--- src/rtl/mmio_bus_arbiter.sv ---
// ---------------------------------------------------------------------------
// mmio_bus_arbiter
//
// Shares one FPro MMIO bus among N_M masters (e.g. CPU and a UART debug
// bridge). Arbitration is round-robin with an optional per-master lock that
// keeps ownership across back-to-back transfers for atomic read-modify-write
// sequences. Each grant produces exactly one registered single-cycle FPro
// transaction; the read data is registered back to the masters.
//
// Transfer timeline (req first sampled at edge k):
//   cycle k+1 : BUS  - mmio_cs and one strobe high, m_gnt[g] high
//   cycle k+2 : ACK  - m_ack[g] pulse, m_gnt[g] high, m_rd_data valid
// so at most one transfer every three cycles.
//
// Ports:
//   clk           system clock, rising edge
//   reset         asynchronous active-low reset
//   m_req         per-master request, held with its fields until m_ack
//   m_wr          per-master direction (1 = write, 0 = read)
//   m_lock        per-master lock request, sampled during the ACK cycle
//   m_addr        packed addresses, master i at [i*AW +: AW]
//   m_wr_data     packed write data, master i at [i*DW +: DW]
//   m_gnt         one-hot grant, high in the BUS and ACK cycles
//   m_ack         one-hot single-cycle completion pulse
//   m_rd_data     registered read data, valid with m_ack of a read
//   mmio_cs       FPro chip select
//   mmio_wr       FPro write strobe
//   mmio_rd       FPro read strobe
//   mmio_addr     FPro address (holds last value between transfers)
//   mmio_wr_data  FPro write data (holds last value between transfers)
//   mmio_rd_data  FPro read data, combinational from the addressed slot
// ---------------------------------------------------------------------------
module mmio_bus_arbiter #(
    parameter int N_M = 2,
    parameter int AW  = 21,
    parameter int DW  = 32
) (
    input  logic              clk,
    input  logic              reset,
    input  logic [N_M-1:0]    m_req,
    input  logic [N_M-1:0]    m_wr,
    input  logic [N_M-1:0]    m_lock,
    input  logic [N_M*AW-1:0] m_addr,
    input  logic [N_M*DW-1:0] m_wr_data,
    output logic [N_M-1:0]    m_gnt,
    output logic [N_M-1:0]    m_ack,
    output logic [DW-1:0]     m_rd_data,
    output logic              mmio_cs,
    output logic              mmio_wr,
    output logic              mmio_rd,
    output logic [AW-1:0]     mmio_addr,
    output logic [DW-1:0]     mmio_wr_data,
    input  logic [DW-1:0]     mmio_rd_data
);

    localparam int IW = (N_M > 1) ? $clog2(N_M) : 1;

    localparam logic [1:0] ST_IDLE = 2'd0;
    localparam logic [1:0] ST_BUS  = 2'd1;
    localparam logic [1:0] ST_ACK  = 2'd2;

    // State and output registers
    logic [1:0]     state_reg;
    logic [IW-1:0]  rr_last_reg;
    logic [IW-1:0]  owner_reg;
    logic [IW-1:0]  gidx_reg;
    logic           lock_q_reg;
    logic [N_M-1:0] gnt_reg;
    logic [N_M-1:0] ack_reg;
    logic [DW-1:0]  rd_data_reg;
    logic           cs_reg;
    logic           wr_reg;
    logic           rd_reg;
    logic [AW-1:0]  addr_reg;
    logic [DW-1:0]  wr_data_reg;

    // Unpacked per-master views of the packed request fields
    logic [AW-1:0]  addr_arr [N_M];
    logic [DW-1:0]  data_arr [N_M];
    logic [N_M-1:0] owner_sel;

    genvar gi;
    generate
        for (gi = 0; gi < N_M; gi++) begin : g_unpack
            assign addr_arr[gi]  = m_addr[gi*AW +: AW];
            assign data_arr[gi]  = m_wr_data[gi*DW +: DW];
            assign owner_sel[gi] = (owner_reg == IW'(gi));
        end
    endgenerate

    // Arbitration: lock only restricts eligibility while the owner still
    // asserts m_lock; a dropped m_lock releases the bus in the same cycle.
    logic           lock_hold;
    logic [N_M-1:0] eligible;
    logic           grant_valid_next;
    logic [IW-1:0]  grant_idx_next;

    always_comb begin
        int c;
        c                = 0;
        lock_hold        = lock_q_reg & m_lock[owner_reg];
        eligible         = lock_hold ? (m_req & owner_sel) : m_req;
        grant_valid_next = 1'b0;
        grant_idx_next   = '0;
        // Walk from the farthest candidate to the nearest one after rr_last,
        // so the nearest eligible master is the one left standing.
        for (int k = N_M; k >= 1; k--) begin
            c = (int'(rr_last_reg) + k) % N_M;
            if (eligible[IW'(c)]) begin
                grant_valid_next = 1'b1;
                grant_idx_next   = IW'(c);
            end
        end
    end

    always_ff @(posedge clk or negedge reset) begin
        if (!reset) begin
            state_reg   <= ST_IDLE;
            rr_last_reg <= IW'(N_M - 1);
            owner_reg   <= '0;
            gidx_reg    <= '0;
            lock_q_reg  <= 1'b0;
            gnt_reg     <= '0;
            ack_reg     <= '0;
            rd_data_reg <= '0;
            cs_reg      <= 1'b0;
            wr_reg      <= 1'b0;
            rd_reg      <= 1'b0;
            addr_reg    <= '0;
            wr_data_reg <= '0;
        end else begin
            case (state_reg)
                ST_IDLE: begin
                    if (lock_q_reg && !m_lock[owner_reg]) begin
                        lock_q_reg <= 1'b0;
                    end
                    if (grant_valid_next) begin
                        gidx_reg    <= grant_idx_next;
                        rr_last_reg <= grant_idx_next;
                        gnt_reg     <= N_M'(1) << grant_idx_next;
                        // Request fields are captured here only; later
                        // changes cannot disturb the transfer in flight.
                        cs_reg      <= 1'b1;
                        wr_reg      <= m_wr[grant_idx_next];
                        rd_reg      <= ~m_wr[grant_idx_next];
                        addr_reg    <= addr_arr[grant_idx_next];
                        wr_data_reg <= data_arr[grant_idx_next];
                        state_reg   <= ST_BUS;
                    end
                end
                ST_BUS: begin
                    if (rd_reg) begin
                        rd_data_reg <= mmio_rd_data;
                    end
                    // Only the strobes drop; address and data hold.
                    cs_reg    <= 1'b0;
                    wr_reg    <= 1'b0;
                    rd_reg    <= 1'b0;
                    ack_reg   <= gnt_reg;
                    state_reg <= ST_ACK;
                end
                ST_ACK: begin
                    if (m_lock[gidx_reg]) begin
                        lock_q_reg <= 1'b1;
                        owner_reg  <= gidx_reg;
                    end else begin
                        lock_q_reg <= 1'b0;
                    end
                    ack_reg   <= '0;
                    gnt_reg   <= '0;
                    state_reg <= ST_IDLE;
                end
                default: begin
                    state_reg <= ST_IDLE;
                end
            endcase
        end
    end

    assign m_gnt        = gnt_reg;
    assign m_ack        = ack_reg;
    assign m_rd_data    = rd_data_reg;
    assign mmio_cs      = cs_reg;
    assign mmio_wr      = wr_reg;
    assign mmio_rd      = rd_reg;
    assign mmio_addr    = addr_reg;
    assign mmio_wr_data = wr_data_reg;

endmodule
--- config.mk ---
export PLATFORM = sky130hd
export DESIGN_NAME = mmio_bus_arbiter
export DESIGN_NICKNAME = d
export VERILOG_FILES = /design/src/rtl/mmio_bus_arbiter.sv
export SDC_FILE = /design/constraint.sdc
export NUM_CORES = 1
export LEC_CHECK = 0
export ABC_AREA = 1
export ABC_CLOCK_PERIOD_IN_PS = 1730
export CORE_ASPECT_RATIO = 1.4
export CORE_MARGIN = 2
export CORE_UTILIZATION = 41
export CTS_CLUSTER_DIAMETER = 100
export DETAILED_ROUTE_END_ITERATION = 12
export PLACE_DENSITY = 0.86
export SYNTH_ARGS = -nofsm -noshare
export SYNTH_HDL_FRONTEND = slang
export SYNTH_SLANG_ARGS = --single-unit
--- constraint.sdc ---
create_clock -name clk -period 1.73 [get_ports clk]
set_input_delay 0.346 -clock clk [delete_from_list [all_inputs] [get_ports clk]]
set_output_delay 0.346 -clock clk [all_outputs]
set_load 0.01 [all_outputs]
==> out/metrics.csv, run 1 <==
metric;value;unit
status;complete, no violations;
Final Hold Slack;0.446;ns
grt total ovfl;0;
initial core utilization;0.421;
clk buf depth;2;
met2 wire len;7280;um
Seq cells post-synth;98;
Hold WC Path Type;in2async;
Top delay family on crit path;buffers and inverters;
RSZ-0062 raised after global routing;false;
Slew Viols, Final;0;
antenna-violating nets left;0;
mapped cell area;4770;um2
ant diodes;0;
Num CTS Buffers;9;
R2R Setup Slk;0.16;ns
worst-skew pair later-pin latency;0.34;ns
largest cells by area after synthesis;dfrtp_1 (51%), nand2_1 (16%), mux2_2 (7.6%);
vias in the first global route;4649;
Slew HR;0.790;
WP data arrival;1.32;ns
CTS tree;yes;
skew final;0.00742;ns
IO Pins;238;
Core Footprint;11300;um2
die height;132;um
Main synth FF type;dfrtp_1;
Worst-Margin Slew;0.315;ns
fraction of layout cells with a size suffix above 1;0.0864;
largest net degree at the start of global routing;44;
drt total wl;14100;um
area leader, netlist;dfrtp_1;
I/O Buffers;236;
Worst Path Buf+Inv;1;
Peak VDD IR;731;uV
reg2reg start;state_reg[0]$_DFFE_PN0P_;
Syn. warnings;0;
Total Routing Usage GR;0.226;
Root Driver;clkbuf_16;
met3 routed WL;1300;um
kind of critical path;reg2out;
PwrDens;1600;nW/um2
Die Footprint;12500;um2
Fmax achieved;601;MHz
HPWL after detailed placement;10700;um
required time of the critical path;1.38;ns
row count;46;
CTS sink cnt;98;
post-layout minimum cycle time;1.66;ns
Worst setup SP type;flip-flop;
R2R depth;7;
cells after synthesis;593;
metal1 wirelength;5050;um
first-pass GRT wire length;22300;um
post-DR wirelength/cell;14.4;um
total power draw;12400;uW
routed via count;4566;
Synth Net Count;742;
worst r2r dst;mmio_addr[15]$_DFFE_PN0P_;
initial drt markers;96;
Critical Path Sink Type;primary output;
Clock transition at path regs;0.06;ns
count of different cell masters after synthesis;21;
nets;977;
post-cts resize count;0;
Static Leak;0.00389;uW
Final Core Density;0.683;
Fin. Hold Viols;0;
area grow syn2layout;62.4;%
setup TNS;0;ns
synthesized area per cell;8.04;um2
Remaining DRCs;0;
FFs w/ async S/R, synth;1.00;
slowest CP cell;clkdlybuf4s50_1;
crit-path max cell delay;0.56;ns
Synth top area share;0.509;
final period utilization;0.961;
initial antenna violation count;0;
sequential area share after synthesis;0.515;
top routing layer used;met4;
Initial DRT Pass Iterations;6;
critical path peak fanout;2;
Die Width;95.1;um
Max-Cap Viols;0;
H-tree depth;3;
vias per cell;4.67;
crit-path cells;clkdlybuf4s50_1;
number of synthesized flops with an enable pin;0;
Placer Congestion;0.807;
final setup vio count;0;
FILL cells;901;
-- cell usage after synthesis (2+ instances only) --
cell type and n:
nand2_1 208, dfrtp_1 97, inv_1 85, nor2_1 66
mux2_2 32, nand3_1 29, nand4_1 24, buf_2 13
buf_4 8, clkbuf_1 7, o21ai_0 7, a21oi_1 3
ha_1 3, nand3_2 3, buf_1 2
-- area by class of cell --
class,instances,area [um2],share of cell area
inverter,86,323,0.0417
multi-input combinational,378,1830,0.236
timing repair buffer,255,2620,0.338
clock inverter,5,86.3,0.0112
sequential,98,2450,0.317
tap,144,180,0.0233
clock buffer,11,253,0.0326
-- report_power, final --
group,internal (uW),total (uW),switching (uW)
combinational,3280,6120,2840
sequential,3420,4040,619
clock,1350,2220,864
-- logic make-up (layout without fill, tap and decap cells) --
| kind of cell | Yosys count | after routing | synth area share |
|---|---|---|---|
| flops | 98 | 98 | 0.515 |
| fa+ha+maj | 3 | 3 | 0.00787 |
| compound gates | 13 | 13 | 0.0147 |
| mux | 32 | 32 | 0.0756 |
| simple gates | 330 | 330 | 0.284 |
| buf+inv | 117 | 357 | 0.103 |
-- what timing repair did --
| item | in CTS | in global routing |
|---|---|---|
| endpoints found under the hold margin | 19 | 0 |
| buffers inserted | 0 | 0 |
| hold buffers | 1 | 0 |
-- worst max-delay path by stage --
| stage | cells past startpoint | from | endpoint |
|---|---|---|---|
| finish | 1 | m_rd_data[17]$_DFFE_PN0P_ | m_rd_data[17] |
| global route | 7 | state_reg[0]$_DFFE_PN0P_ | mmio_addr[4]$_DFFE_PN0P_ |
| CTS | 1 | m_gnt[0]$_DFFE_PN0P_ | m_gnt[0] |
| detailed placement | 6 | m_lock[1] | mmio_cs$_DFFE_PN0P_ |
| global placement | 6 | m_lock[1] | mmio_cs$_DFFE_PN0P_ |
| floorplan | 5 | state_reg[1]$_DFFE_PN0P_ | m_rd_data[0]$_DFFE_PN0P_ |
-- per-layer routing --
metal / vias up / track usage
li1: 2288 / -
met1: 2075 / 0.238
met2: 176 / 0.408
met3: 27 / 0.0602
met4: 0 / 0.101
met5: - / 0
-- layout by cell type, fill, tap and decap left out --
cell type,Yosys,layout
a21oi_1,3,3
buf_12,0,9
buf_4,8,10
bufinv_16,0,2
clkbuf_16,0,9
clkbuf_8,0,2
clkdlybuf4s50_1,0,235
clkinv_4,0,3
dfrtp_1,97,97
dfstp_2,1,1
dlygate4sd3_1,0,1
ha_1,3,3
inv_1,85,85
inv_2,1,1
mux2_2,32,32
nand2_1,208,208
nand3_1,29,29
nand3_2,3,2
nand3_4,0,1
nand4_1,24,24
nor2_1,66,66
o211ai_1,1,1
o21a_1,1,1
o21ai_0,7,7
o21ai_1,1,1
-- through the flow --
| stage | cell area [um2] | setup slack, ns | std cells |
|---|---|---|---|
| 4_1_cts | 7740 | 0.0666 | 977 |
| 6_report | 7740 | 0.0669 | 977 |
| 2_1_floorplan | 4770 | 0.332 | 593 |
| 3_3_place_gp | 7390 | 0.0346 | 960 |
| 5_1_grt | 7740 | 0.0296 | 977 |
| 3_5_place_dp | 7390 | -0.0211 | 960 |
No activity file was read; power rests on OpenSTA's default activity.
==> run 2: changes to the inputs <==
--- a/config.mk
+++ b/config.mk
@@ -5,14 +5,15 @@
 export SDC_FILE = /design/constraint.sdc
 export NUM_CORES = 1
 export LEC_CHECK = 0
-export ABC_AREA = 1
 export ABC_CLOCK_PERIOD_IN_PS = 1730
+export CELL_PAD_IN_SITES_DETAIL_PLACEMENT = 0
+export CELL_PAD_IN_SITES_GLOBAL_PLACEMENT = 2
 export CORE_ASPECT_RATIO = 1.4
 export CORE_MARGIN = 2
-export CORE_UTILIZATION = 41
+export CORE_UTILIZATION = 25
 export CTS_CLUSTER_DIAMETER = 100
 export DETAILED_ROUTE_END_ITERATION = 12
-export PLACE_DENSITY = 0.86
+export PLACE_DENSITY = 0.84
 export SYNTH_ARGS = -nofsm -noshare
 export SYNTH_HDL_FRONTEND = slang
 export SYNTH_SLANG_ARGS = --single-unit
==> run 2 against run 1 <==
  * Worst hold slack gained 0.011 ns
  * Design area grew 3.6%
  * Setup slack got worse by 0.012 ns
  * Largest power group unchanged
  * Highest routed layer unchanged
==> out/metrics.csv, run 2 <==
metric;value;unit;change
design area;8020;um2;was 7740 um2
slowest CP cell;clkdlybuf4s50_1;;unchanged
Static Leak;0.00322;uW;was 0.00389 uW
largest cells by area after synthesis;dfrtp_1 (49%), a21oi_4 (13%), mux2i_1 (12%);;was dfrtp_1 (51%), nand2_1 (16%), mux2_2 (7.6%)
Peak VDD IR;710;uV;was 731 uV
initial drt markers;103;;was 96
Critical Path Sink Type;primary output;;unchanged
worst r2r dst;mmio_addr[8]$_DFFE_PN0P_;;was mmio_addr[15]$_DFFE_PN0P_
initial core utilization;0.255;;was 0.421
synthesized area per cell;13.6;um2;was 8.04 um2
sequential area share after synthesis;0.498;;was 0.515
number of synthesized flops with an enable pin;0;;unchanged
Remaining DRCs;0;;unchanged
Seq cells post-synth;98;;unchanged
post-DR wirelength/cell;16.4;um;was 14.4 um
Top delay family on crit path;buffers and inverters;;unchanged
vias per cell;4.43;;was 4.67
I/O Buffers;236;;unchanged
post-layout minimum cycle time;1.67;ns;was 1.66 ns
setup ws final;0.0551;ns;was 0.0669 ns
commonest cells in the netlist;dfrtp_1 (97), a21oi_1 (60), mux2i_1 (58);;was nand2_1 (208), dfrtp_1 (97), inv_1 (85)
Worst Path Buf+Inv;1;;unchanged
H-tree depth;3;;unchanged
PwrDens;1690;nW/um2;was 1600 nW/um2
HPWL after detailed placement;11000;um;was 10700 um
skew final;0.00679;ns;was 0.00742 ns
drt total wl;14000;um;was 14100 um
Core Footprint;19300;um2;was 11300 um2
reg2reg start;state_reg[0]$_DFFE_PN0P_;;unchanged
Synth top area share;0.493;;was 0.509
Num CTS Buffers;9;;unchanged
Initial DRT Pass Iterations;4;;was 6
required time of the critical path;1.38;ns;about the same
area leader, netlist;dfrtp_1;;unchanged
worst-skew pair later-pin latency;0.34;ns;about the same
final setup vio count;0;;unchanged
ant diodes;0;;unchanged
CTS tree;yes;;unchanged
Worst setup SP type;flip-flop;;unchanged
area grow syn2layout;62.9;%;was 62.4%
nets;750;;was 977
WP depth;1;;unchanged
Clock transition at path regs;0.07;ns;was 0.06 ns
commonest non-fill, non-tap cell in the layout;clkdlybuf4s50_1;;unchanged
Total Routing Usage GR;0.134;;was 0.226
Seq pwr share;0.302;;was 0.326
final period utilization;0.968;;was 0.961
WP data arrival;1.33;ns;was 1.32 ns
Slew HR;0.740;;was 0.790
Max-Cap Viols;0;;unchanged
Slew Viols, Final;0;;unchanged
grt total ovfl;0;;unchanged
die height;170;um;was 132 um
Die Footprint;20900;um2;was 12500 um2
Main synth FF type;dfrtp_1;;unchanged
CTS sink cnt;98;;unchanged
critical path peak fanout;3;;was 2
routed via count;3779;;was 4566
Switching Power;4900;uW;was 4330 uW
fraction of layout cells with a size suffix above 1;0.153;;was 0.0864
largest net degree at the start of global routing;43;;was 44
most frequent cell after synthesis;dfrtp_1;;was nand2_1
postcts setup bufs;0;;unchanged
mapped cell area;4920;um2;was 4770 um2
clock power share;0.162;;was 0.179
FFs w/ async S/R, synth;1.00;;unchanged
status;complete, no violations;;unchanged
Worst Setup EP;mmio_wr;;was m_rd_data[17]
Hold WC Path Type;in2async;;unchanged
Comb power frac;0.537;;was 0.495
placed cell area;7680;um2;was 7390 um2
RSZ-0062 raised after global routing;false;;unchanged
first-pass GRT wire length;21500;um;was 22300 um
Syn. warnings;0;;unchanged
total power draw;13600;uW;was 12400 uW
R2R depth;7;;unchanged
Final Core Density;0.416;;was 0.683
Fin. Hold Viols;0;;unchanged
setup TNS;0;ns;unchanged
crit path launch;mmio_wr$_DFFE_PN0P_;;was m_rd_data[17]$_DFFE_PN0P_
vias in the first global route;4209;;was 4649
R2R Setup Slk;0.10;ns;was 0.16 ns
Switching Share;0.361;;was 0.349
Root Driver;clkbuf_16;;unchanged
Worst-Margin Slew;0.390;ns;was 0.315 ns
clk buf depth;2;;unchanged
kind of critical path;reg2out;;unchanged
count of different cell masters after synthesis;27;;was 21
IO Pins;238;;unchanged
dpl ws;-0.117;ns;was -0.0211 ns
Synth Net Count;512;;was 742
crit-path max cell delay;0.58;ns;was 0.56 ns
crit-path cells;clkdlybuf4s50_1;;unchanged
row count;60;;was 46
initial antenna violation count;0;;unchanged
commonest non-fill, non-tap cells in the layout;clkdlybuf4s50_1 (233), dfrtp_1 (97), a21oi_1 (60);;was clkdlybuf4s50_1 (235), nand2_1 (208), dfrtp_1 (97)
Placer Congestion;0.735;;was 0.807
design internal power;8680;uW;was 8060 uW
Fmax achieved;597;MHz;was 601 MHz
antenna-violating nets left;0;;unchanged
Die Width;123;um;was 95.1 um
cells after synthesis;363;;was 593
## run 2: cells by family (layout without fill, tap and decap cells)
| kind of cell | after synthesis | in the layout | share of synthesized area |
|---|---|---|---|
| XOR/XNOR | 1 | 1 | 0.00178 |
| adder cells (fa/ha/maj) | 3 | 3 | 0.00762 |
| AND/OR/NAND/NOR | 11 | 11 | 0.0150 |
| flip-flops | 98 | 98 | 0.498 |
| AO/OA/AOI/OAI | 123 | 123 | 0.232 |
| multiplexers | 92 | 92 | 0.196 |
| buffers and inverters | 35 | 278 | 0.0498 |
## run 2: through the flow
stage | std cells | hold WS, ns
floorplan | 363 | 0.0504
global placement | 837 | 0.288
detailed placement | 837 | 0.298
CTS | 854 | 0.459
global route | 854 | 0.496
finish | 854 | 0.457
## run 2: timing repair
item	in CTS	in global routing
endpoints found under the setup margin	0	2
resized for setup	0	2
hold buffers	1	0
endpoints found under the hold margin	24	0
## run 2: worst min path at each step
| stage | start | cells after the start | slack (ns) | endpoint |
|---|---|---|---|---|
| finish | reset | 2 | 0.46 | mmio_wr_data[8]$_DFFE_PN0P_ |
| global route | reset | 2 | 0.50 | mmio_wr_data[8]$_DFFE_PN0P_ |
| CTS | reset | 2 | 0.46 | mmio_wr_data[8]$_DFFE_PN0P_ |
| detailed placement | reset | 1 | 0.30 | mmio_wr_data[8]$_DFFE_PN0P_ |
| global placement | reset | 1 | 0.29 | mmio_wr_data[8]$_DFFE_PN0P_ |
| floorplan | reset | 0 | 0.05 | gidx_reg$_DFFE_PN0P_ |
## run 2: cell type report
type,count,area (um2)
Tap cell,248,310
Multi-Input combinational cell,230,2230
Sequential cell,98,2460
Clock inverter,7,100
Timing Repair Buffer,256,2680
Clock buffer,9,225
Inverter,6,22.5
Fill cell,1740,11300
## run 2: power groups by stage
stage          Combinational, uW  Clock [uW]  Sequential, uW
2_1_floorplan               3530           0            4530
3_3_place_gp                7280           0            4090
3_5_place_dp                7440           0            4150
4_1_cts                     7450        2290            4120
5_1_grt                     7820        2370            4260
6_report                    7280        2190            4100
## run 2: metal layers
layer / up-vias / global-route usage / wire length, um
met1: 1814 / 0.142 / 5130
li1: 1790 / - / -
met2: 149 / 0.247 / 7460
met3: 26 / 0.0295 / 959
met4: 0 / 0.0650 / 456
met5: - / 0 / 0
==> run 3: changes to the inputs <==
--- a/config.mk
+++ b/config.mk
@@ -14,6 +14,7 @@
 export CTS_CLUSTER_DIAMETER = 100
 export DETAILED_ROUTE_END_ITERATION = 12
 export PLACE_DENSITY = 0.84
+export SLEW_MARGIN = 20
 export SYNTH_ARGS = -nofsm -noshare
 export SYNTH_HDL_FRONTEND = slang
 export SYNTH_SLANG_ARGS = --single-unit
==> constraint.sdc (replaced) <==
create_clock -name clk -period 1.73 [get_ports clk]
set_input_delay 0.346 -clock clk [delete_from_list [all_inputs] [get_ports clk]]
set_output_delay 0.346 -clock clk [all_outputs]
set_load 0.1 [all_outputs]
==> run 3 against run 2 <==
  * Worst hold slack got worse by 0.015 ns
  * Final cell count up 0.94%
  * Design area up 12%
  * Setup slack gained 0.043 ns
  * Die area stayed put
  * First-iteration DRC count increased by 56%
  * Sequential cell count is the same
  * Sequential share of layout area fell by 3.2 points
  * Critical path depth grew 2
==> out/metrics.csv, run 3 (synthesis gave the netlist of run 2 again) <==
metric;value;unit;change
Num CTS Buffers;9;;unchanged
IO Pins;238;;unchanged
final period utilization;0.943;;was 0.968
kind of critical path;reg2reg;;was reg2out
Remaining DRCs;0;;unchanged
HPWL after detailed placement;11200;um;was 11000 um
Placer Congestion;0.740;;was 0.735
Slew HR;0.712;;was 0.740
fraction of layout cells with a size suffix above 1;0.316;;was 0.153
CTS tree;yes;;unchanged
Die Width;123;um;unchanged
ant diodes;0;;unchanged
I/O Buffers;236;;unchanged
largest net degree at the start of global routing;59;;was 43
Clock transition at path regs;0.07;ns;about the same
vias per cell;4.42;;was 4.43
row count;60;;unchanged
Final Hold Slack;0.442;ns;was 0.457 ns
skew final;0.0125;ns;was 0.00679 ns
Worst setup SP type;flip-flop;;unchanged
Slew Viols, Final;0;;unchanged
Hold WC Path Type;in2async;;unchanged
vias in the first global route;4068;;was 4209
area grow syn2layout;81.9;%;was 62.9%
crit-path max cell delay;0.74;ns;was 0.58 ns
initial core utilization;0.255;;unchanged
commonest non-fill, non-tap cells in the layout;clkdlybuf4s50_1 (143), buf_12 (102), dfrtp_1 (96);;was clkdlybuf4s50_1 (233), dfrtp_1 (97), a21oi_1 (60)
final setup vio count;0;;unchanged
worst-skew pair later-pin latency;0.35;ns;was 0.34 ns
Die Footprint;20900;um2;unchanged
die height;170;um;unchanged
antenna-violating nets left;0;;unchanged
Total Routing Usage GR;0.133;;was 0.134
Max-Cap Viols;0;;unchanged
Fin. Hold Viols;0;;unchanged
status;complete, no violations;;unchanged
initial drt markers;161;;was 103
first-pass GRT wire length;21300;um;was 21500 um
R2R Setup Slk;0.1;ns;was 0.10 ns
crit-path cells;buf_12 > mux2i_1 > a21oi_4;;was clkdlybuf4s50_1
critical path peak fanout;25;;was 3
Core Footprint;19300;um2;unchanged
post-cts resize count;0;;unchanged
FILL cells;1676;;was 1740
routed via count;3814;;was 3779
register area;2460;um2;about the same
WP data arrival;1.86;ns;was 1.33 ns
Inst Count DP;845;;was 837
Root Driver;clkbuf_16;;unchanged
CTS sink cnt;98;;unchanged
R2R depth;3;;was 7
Multi-input gate area;2230;um2;unchanged
grt total ovfl;0;;unchanged
nets;758;;was 750
non-filler instance count after layout;862;;was 854
reg2reg start;rr_last_reg$_DFFE_PN1P_;;was state_reg[0]$_DFFE_PN0P_
drt total wl;13900;um;was 14000 um
setup ws final;0.0981;ns;was 0.0551 ns
required time of the critical path;1.96;ns;was 1.38 ns
worst r2r dst;mmio_wr_data[21]$_DFFE_PN0P_;;was mmio_addr[8]$_DFFE_PN0P_
Critical Path Sink Type;flip-flop;;was primary output
dpl ws;-0.115;ns;was -0.117 ns
Initial DRT Pass Iterations;4;;unchanged
Fmax achieved;613;MHz;was 597 MHz
post-layout minimum cycle time;1.63;ns;was 1.67 ns
slowest CP cell;dfstp_4;;was clkdlybuf4s50_1
design area;8960;um2;was 8020 um2
clk buf depth;2;;unchanged
post-DR wirelength/cell;16.2;um;was 16.4 um
commonest non-fill, non-tap cell in the layout;clkdlybuf4s50_1;;unchanged
placed cell area;8630;um2;was 7680 um2
Worst-Margin Slew;0.421;ns;was 0.390 ns
initial antenna violation count;0;;unchanged
H-tree depth;3;;unchanged
RSZ-0062 raised after global routing;false;;unchanged
==> run 3: changes by cell type in the layout (fill, tap and decap cells not counted), moves of 2 or more <==
cell | before | now
clkdlybuf4s50_1 | 233 | 143
buf_12 | 13 | 102
buf_4 | 7 | 18
clkbuf_8 | 0 | 2
dlymetal6s2s_1 | 2 | 0
==> run 3: what timing repair did <==
action | CTS | global route
hold endpoints to repair | 22 | 0
hold buffers | 1 | 0
buffers inserted | 0 | 0
==> run 3: metal layers <==
layer  global-route usage  vias up  part of all wire
met3               0.0412       12             0.087
met1                0.137     1857              0.35
met5                    0        -                 0
met4               0.0485        0             0.016
met2                0.248      140              0.55
li1                     -     1805                 -
==> run 3: layout make-up <==
class | count | area share
Timing Repair Buffer | 264 | 0.404
Sequential cell | 98 | 0.275
Multi-Input combinational cell | 230 | 0.249
Tap cell | 248 | 0.0346
Clock buffer | 11 | 0.0282
Clock inverter | 5 | 0.00754
Inverter | 6 | 0.00251
==> run 3: how the worst max path moves through the flow <==
stage,from,endpoint,cells past startpoint
global route,rr_last_reg$_DFFE_PN1P_,mmio_wr_data[21]$_DFFE_PN0P_,3
finish,rr_last_reg$_DFFE_PN1P_,mmio_wr_data[21]$_DFFE_PN0P_,3
detailed placement,m_lock[1],state_reg[1]$_DFFE_PN0P_,4
floorplan,mmio_rd$_DFFE_PN0P_,m_rd_data[0]$_DFFE_PN0P_,3
CTS,rr_last_reg$_DFFE_PN1P_,mmio_wr_data[21]$_DFFE_PN0P_,3
global placement,m_lock[1],state_reg[1]$_DFFE_PN0P_,4
==> run 3: critical path, delay by kind of cell, from the launching register on <==
kind            cells  cell delay, ns
mux                 1            0.43
compound gates      1            0.09
buf+inv             1            0.24
flops               1            0.74
==> run 3: through the flow <==
stage / setup TNS, ns / util
after floorplan: 0 / -
after global placement: -0.600 / 0.447
after detailed placement: -3.39 / 0.447
after CTS: 0 / 0.464
after global routing: 0 / 0.464
final: 0 / 0.464
Power of run 3 is not shown: default switching activity piles up to over one toggle a cycle in this logic, so the estimate is an artifact.
